===== config.mk =====
export PLATFORM = sky130hd
export DESIGN_NAME = wind_dir_avg
export DESIGN_NICKNAME = d
export VERILOG_FILES = /design/src/rtl/wind_dir_avg.sv
export SDC_FILE = /design/constraint.sdc
export NUM_CORES = 1
export LEC_CHECK = 0
export ABC_AREA = 0
export CAP_MARGIN = 30
export CORE_MARGIN = 2
export CORE_UTILIZATION = 55
export CTS_CLUSTER_DIAMETER = 200
export DETAILED_ROUTE_END_ITERATION = 6
export PLACE_DENSITY = 0.77
export SYNTH_ARGS = -nofsm -noshare
export SYNTH_HDL_FRONTEND = slang
export SYNTH_SLANG_ARGS = --single-unit

===== constraint.sdc =====
create_clock -name clock -period 6.2 [get_ports clock]
set_input_delay 1.55 -clock clock [delete_from_list [all_inputs] [get_ports clock]]
set_output_delay 1.55 -clock clock [all_outputs]
set_load 0.01 [all_outputs]

===== src/rtl/wind_dir_avg.sv =====
// wind_dir_avg: block-averaged compass heading from a stream of signed angles.
//
// Each block of N = 2^LOG2N samples is unwrapped against its first sample, so
// blocks that straddle the +/-180 degree seam average correctly. The mean is
// folded into [0,360) and reported together with a variability flag raised
// when any sample of the block strayed more than VAR_THR from the reference.
//
// Ports:
//   clock        system clock, rising edge
//   reset        asynchronous active-low reset
//   clear        synchronous block restart, also clears overrun
//   angle_valid  one-cycle strobe qualifying angle
//   angle        signed Q9.10 degrees, (-180,180]
//   heading      unsigned Q9.10 degrees, [0,360)
//   heading_deg  integer degrees, floor of heading
//   var_flag     max |delta| of the block exceeded VAR_THR
//   dir_valid    one-cycle pulse when heading/heading_deg/var_flag update
//   overrun      sticky: a sample arrived while the result was being computed
//
// state  | meaning
// IDLE   | waiting for the first sample of a block (becomes the reference)
// ACCUM  | accumulating unwrapped deltas against the reference
// DIV    | forming ref + acc/N
// WRAP   | folding the mean into [0,360), publishing the result
module wind_dir_avg #(
  parameter int                 LOG2N   = 4,
  parameter logic signed [18:0] VAR_THR = 19'sh0F000
) (
  input  logic               clock,
  input  logic               reset,
  input  logic               clear,
  input  logic               angle_valid,
  input  logic signed [18:0] angle,
  output logic        [18:0] heading,
  output logic        [8:0]  heading_deg,
  output logic               var_flag,
  output logic               dir_valid,
  output logic               overrun
);

  localparam int ACC_W = 20 + LOG2N;
  localparam int CNT_W = LOG2N + 1;
  localparam logic [CNT_W-1:0] LAST_CNT = CNT_W'((1 << LOG2N) - 1);
  localparam logic signed [20:0] HALF_TURN = 21'sh2D000;
  localparam logic signed [20:0] FULL_TURN = 21'sh5A000;

  typedef enum logic [1:0] {IDLE, ACCUM, DIV, WRAP} state_t;

  state_t                    state;
  logic signed [18:0]        ref_ang;
  logic signed [ACC_W-1:0]   acc;
  logic        [CNT_W-1:0]   count;
  logic signed [20:0]        maxabs;
  logic signed [20:0]        mean;

  logic signed [20:0] delta_raw;
  logic signed [20:0] delta;
  logic signed [20:0] abs_delta;
  logic signed [20:0] mean_next;
  logic signed [20:0] wrapped;
  logic signed [20:0] thr_ext;

  assign thr_ext   = $signed({{2{VAR_THR[18]}}, VAR_THR});
  assign delta_raw = $signed({{2{angle[18]}}, angle}) - $signed({{2{ref_ang[18]}}, ref_ang});

  // Unwrap into (-180,180]: exactly +180 is kept, exactly -180 becomes +180.
  always_comb begin
    delta = delta_raw;
    if (delta_raw > HALF_TURN)
      delta = delta_raw - FULL_TURN;
    else if (delta_raw <= -HALF_TURN)
      delta = delta_raw + FULL_TURN;
  end

  assign abs_delta = delta[20] ? -delta : delta;

  // Arithmetic shift floors toward -inf; the shifted mean delta always fits in 21 bits.
  assign mean_next = $signed({{2{ref_ang[18]}}, ref_ang}) + 21'(acc >>> LOG2N);

  always_comb begin
    wrapped = mean;
    if (mean < 0)
      wrapped = mean + FULL_TURN;
    else if (mean >= FULL_TURN)
      wrapped = mean - FULL_TURN;
  end

  assign heading_deg = heading[18:10];

  always_ff @(posedge clock or negedge reset) begin
    if (!reset) begin
      state     <= IDLE;
      ref_ang   <= '0;
      acc       <= '0;
      count     <= '0;
      maxabs    <= '0;
      mean      <= '0;
      heading   <= '0;
      var_flag  <= 1'b0;
      dir_valid <= 1'b0;
      overrun   <= 1'b0;
    end else begin
      dir_valid <= 1'b0;
      if (clear) begin
        // Clear wins over a coincident sample, which is dropped silently.
        state   <= IDLE;
        acc     <= '0;
        count   <= '0;
        maxabs  <= '0;
        overrun <= 1'b0;
      end else begin
        case (state)
          IDLE: begin
            if (angle_valid) begin
              ref_ang <= angle;
              acc     <= '0;
              maxabs  <= '0;
              count   <= CNT_W'(1);
              state   <= (LOG2N == 0) ? DIV : ACCUM;
            end
          end
          ACCUM: begin
            if (angle_valid) begin
              acc   <= acc + ACC_W'(delta);
              count <= count + CNT_W'(1);
              if (abs_delta > maxabs)
                maxabs <= abs_delta;
              if (count == LAST_CNT)
                state <= DIV;
            end
          end
          DIV: begin
            mean  <= mean_next;
            state <= WRAP;
            if (angle_valid)
              overrun <= 1'b1;
          end
          WRAP: begin
            heading   <= 19'(wrapped);
            var_flag  <= (maxabs > thr_ext);
            dir_valid <= 1'b1;
            state     <= IDLE;
            if (angle_valid)
              overrun <= 1'b1;
          end
          default: state <= IDLE;
        endcase
      end
    end
  end

endmodule


==> results.sh <==
export IMPL_grt_antenna_before_repair=0
export IMPL_yosys_cell_count_top_type="dfrtp_1"
export IMPL_cts_sinks=114
export IMPL_multi_input_area_um2=6340
export IMPL_rr_startpoint="ref_ang[0]"
export IMPL_final_util_pct=76.1
export IMPL_start_util_pct=56.2
export IMPL_io_buffers=53
export IMPL_wl_per_cell_um=18.1
export IMPL_ys_seq_area_share_pct=30.7
export IMPL_yosys_area_share_adder_pct=13.5
export IMPL_num_vias=8995
export IMPL_crit_buf_inv=6
export IMPL_gp_congestion=0.926
export IMPL_grt_max_degree=56
export IMPL_skew_ns=0.00647
export IMPL_area_growth_pct=35.5
export IMPL_final_cell_area_um2=12600
export IMPL_slowest_delay_ns=0.49
export IMPL_ios=54
export IMPL_postRouteAntennaNets=0
export IMPL_r2r_slack_ns=0.18
export IMPL_hold_path_depth=1
export IMPL_ys_top_cells_by_area="dfrtp_1, ha_1, o21ai_0"
export IMPL_cp_max_fo=5
export IMPL_r2r_end="maxabs[17]"
export IMPL_globalRoute_totalOverflow=0
export IMPL_rsz0062_at_grt="true"
export IMPL_htreeDepth=4
export IMPL_vias_per_cell=5.95
export IMPL_final_cells=1512
export IMPL_drc=0
export IMPL_clk_pin_slew_worst_paths_ns=0.06
export IMPL_hold_path_class="reg2reg"
export IMPL_cts_made_buffers=17
export IMPL_seqCellArea_um2=2850
export IMPL_cts_tree="built"
export IMPL_wl_mm=27.4
export IMPL_core_area_um2=16500
export IMPL_min_to="var_flag"
export IMPL_dpl_cell_area_um2=11300
export IMPL_rows=47
export IMPL_fin_ws_ns=-0.650
export IMPL_status="finished with violations"
export IMPL_synth_ff_latch_count=114
export IMPL_netlist_top_cells_count="dfrtp_1, ha_1, nand2_1, inv_1, o21ai_0"
export IMPL_finalHoldViolCount=0
export IMPL_synthCells=1049
export IMPL_synth_top_family_by_area="compound AO/OA/AOI/OAI gates"
export IMPL_insertedDiodeCount=0
export IMPL_min_from="maxabs[20]"
export IMPL_path_class="in2reg"
export IMPL_synth_cell_types=86
export IMPL_crit_arrival_ns=7.21
export IMPL_synth_compound_area_share_pct=23.0
export IMPL_dp_hpwl_mm=19.3
export IMPL_yosysTopAreaCell="dfrtp_1"
export IMPL_cts_root_buf="clkbuf_16"
export IMPL_cap_violations=0
export IMPL_track_usage_pct=30.4
export IMPL_synth_top_area_share_pct=30.7
export IMPL_end_kind="flop"
export IMPL_post_route_min_period_ns=6.85
export IMPL_fmax_ghz=0.146
export IMPL_die_w_um=134
export IMPL_n_fill_cell=1064
export IMPL_dp_cells=1451
export IMPL_dieArea_um2=17900
export IMPL_ys_warn_count=0
export IMPL_tightest_slew_ns=0.888
export IMPL_setup_viol=24
export IMPL_syn_area_um2=9280
export IMPL_synth_area_per_cell_um2=8.85
export IMPL_drive_gt1_share_pct=28.6
export IMPL_slew_violations=0
export IMPL_period_share_pct=110
export IMPL_synthFlopType="dfrtp_1"
export IMPL_clock_latency_ns=0.42
export IMPL_yosys_area_share_simple_pct=16.4
export IMPL_cts_path_max_buffers=2
export IMPL_crit_family="compound AO/OA/AOI/OAI gates"
export IMPL_grt_pass1_wl_mm=43.6
export IMPL_dr_pass1_iters=5
export IMPL_startpoint_type="input pin"
export IMPL_critPathRequiredTime_ns=6.56
export IMPL_grt_pass1_vias=9017
export IMPL_synthArstFlopShare_pct=100
export IMPL_synth_xor_xnor_area_share_pct=6.42
export IMPL_drtIter0Drc=636
export IMPL_die_h_um=134
export IMPL_nets=1400
export IMPL_cp_slowest_cell="or4b_1"
export IMPL_synth_enable_flop_cells=0
export IMPL_maxSlewHeadroom_pct=40.7
export IMPL_fin_tns_setup_ns=-11.75
export IMPL_violations="negative setup slack"
export IMPL_synth_mux_area_share_pct=4.00
export IMPL_reg2regPathDepth=29
per-layer routing:
layer	track usage (%)	vias up	wire length, um
met1	37.6	4367	11500
li1	-	4229	-
met5	0	-	0
met3	4.42	79	1230
met2	54.4	320	13800
met4	10.5	0	871
final cells by class:
type / instances / share of cell area (%)
Inverter: 82 / 2.57
Timing Repair Buffer: 258 / 17.6
Multi-Input combinational cell: 806 / 50.4
Sequential cell: 114 / 22.7
Clock buffer: 20 / 3.63
Clock inverter: 12 / 0.866
Tap cell: 220 / 2.19
flip-flops by register name, indices dropped and copies added, names as in the netlist:
signal     count
acc           24
maxabs        21
mean          21
heading       19
ref_ang       19
count          5
state          2
dir_valid      1
overrun        1
var_flag       1
kinds of logic after synthesis:
family,after synthesis
adder cells (fa/ha/maj),98
AO/OA/AOI/OAI,302
XOR/XNOR,65
AND/OR/NAND/NOR,306
other,1
multiplexers,33
flip-flops,114
buffers and inverters,130
worst register-to-register path, delay by kind of cell, from the launching register on:
| kind | cells | cell delay, ns |
|---|---|---|
| simple gates | 8 | 1.58 |
| flops | 1 | 0.42 |
| mux | 1 | 0.32 |
| fa+ha+maj | 3 | 0.77 |
| buf+inv | 4 | 0.49 |
| compound gates | 13 | 2.38 |
layout by cell type, fill, tap and decap left out, types with 5 or more instances in the layout:
| cell type | count |
|---|---|
| a211oi_2 | 5 |
| nand4_1 | 10 |
| o211ai_1 | 10 |
| xnor2_1 | 35 |
| xor2_1 | 22 |
| nor2_1 | 58 |
| ha_4 | 12 |
| nor4_1 | 9 |
| nor2b_1 | 9 |
| a21oi_1 | 48 |
| dfrtp_1 | 114 |
| nand2_1 | 91 |
| nand3b_1 | 7 |
| buf_6 | 13 |
| a21oi_2 | 10 |
| nand2b_1 | 14 |
| xnor2_2 | 6 |
| o31ai_1 | 11 |
| and2_1 | 7 |
| and3_1 | 13 |
| clkdlybuf4s50_1 | 46 |
| ha_1 | 83 |
| inv_1 | 79 |
| a21o_1 | 27 |
| o21ai_0 | 68 |
| o21ai_1 | 12 |
| o21bai_1 | 8 |
| a22o_1 | 16 |
| buf_4 | 186 |
| o21a_1 | 12 |
| nor3_1 | 23 |
| clkbuf_16 | 18 |
| a31oi_1 | 5 |
| mux2_2 | 32 |
| a211o_1 | 6 |
| nand3_1 | 18 |
| or3_1 | 7 |
how the worst max path moves through the flow:
stage	slack, ns	endpoint	from	cells after the start
2_1_floorplan	-0.61	maxabs[17]	angle[0]	28
3_3_place_gp	-1.54	maxabs[17]	angle[0]	28
3_5_place_dp	-1.70	maxabs[17]	angle[0]	28
4_1_cts	-0.56	maxabs[17]	angle[0]	31
5_1_grt	-0.89	maxabs[17]	angle[0]	30
6_report	-0.65	maxabs[17]	angle[0]	31
repair_timing:
item                                    4_1_cts  5_1_grt
pin swaps                                    41       32
endpoints found under the setup margin       29       26
cloned                                        1        1
resized for setup                            66       32
hold buffers                                  0        0
buffers inserted                             20       11
stage by stage:
step / setup slack, ns / hold slack [ns]
6_report: -0.650 / 0.448
5_1_grt: -0.894 / 0.471
4_1_cts: -0.556 / 0.454
3_5_place_dp: -1.70 / 0.447
3_3_place_gp: -1.54 / 0.441
2_1_floorplan: -0.606 / 0.431
Power is left out: the tool's default activity adds up to more than one toggle a clock period on the data nets, which glitch-free logic cannot reach.
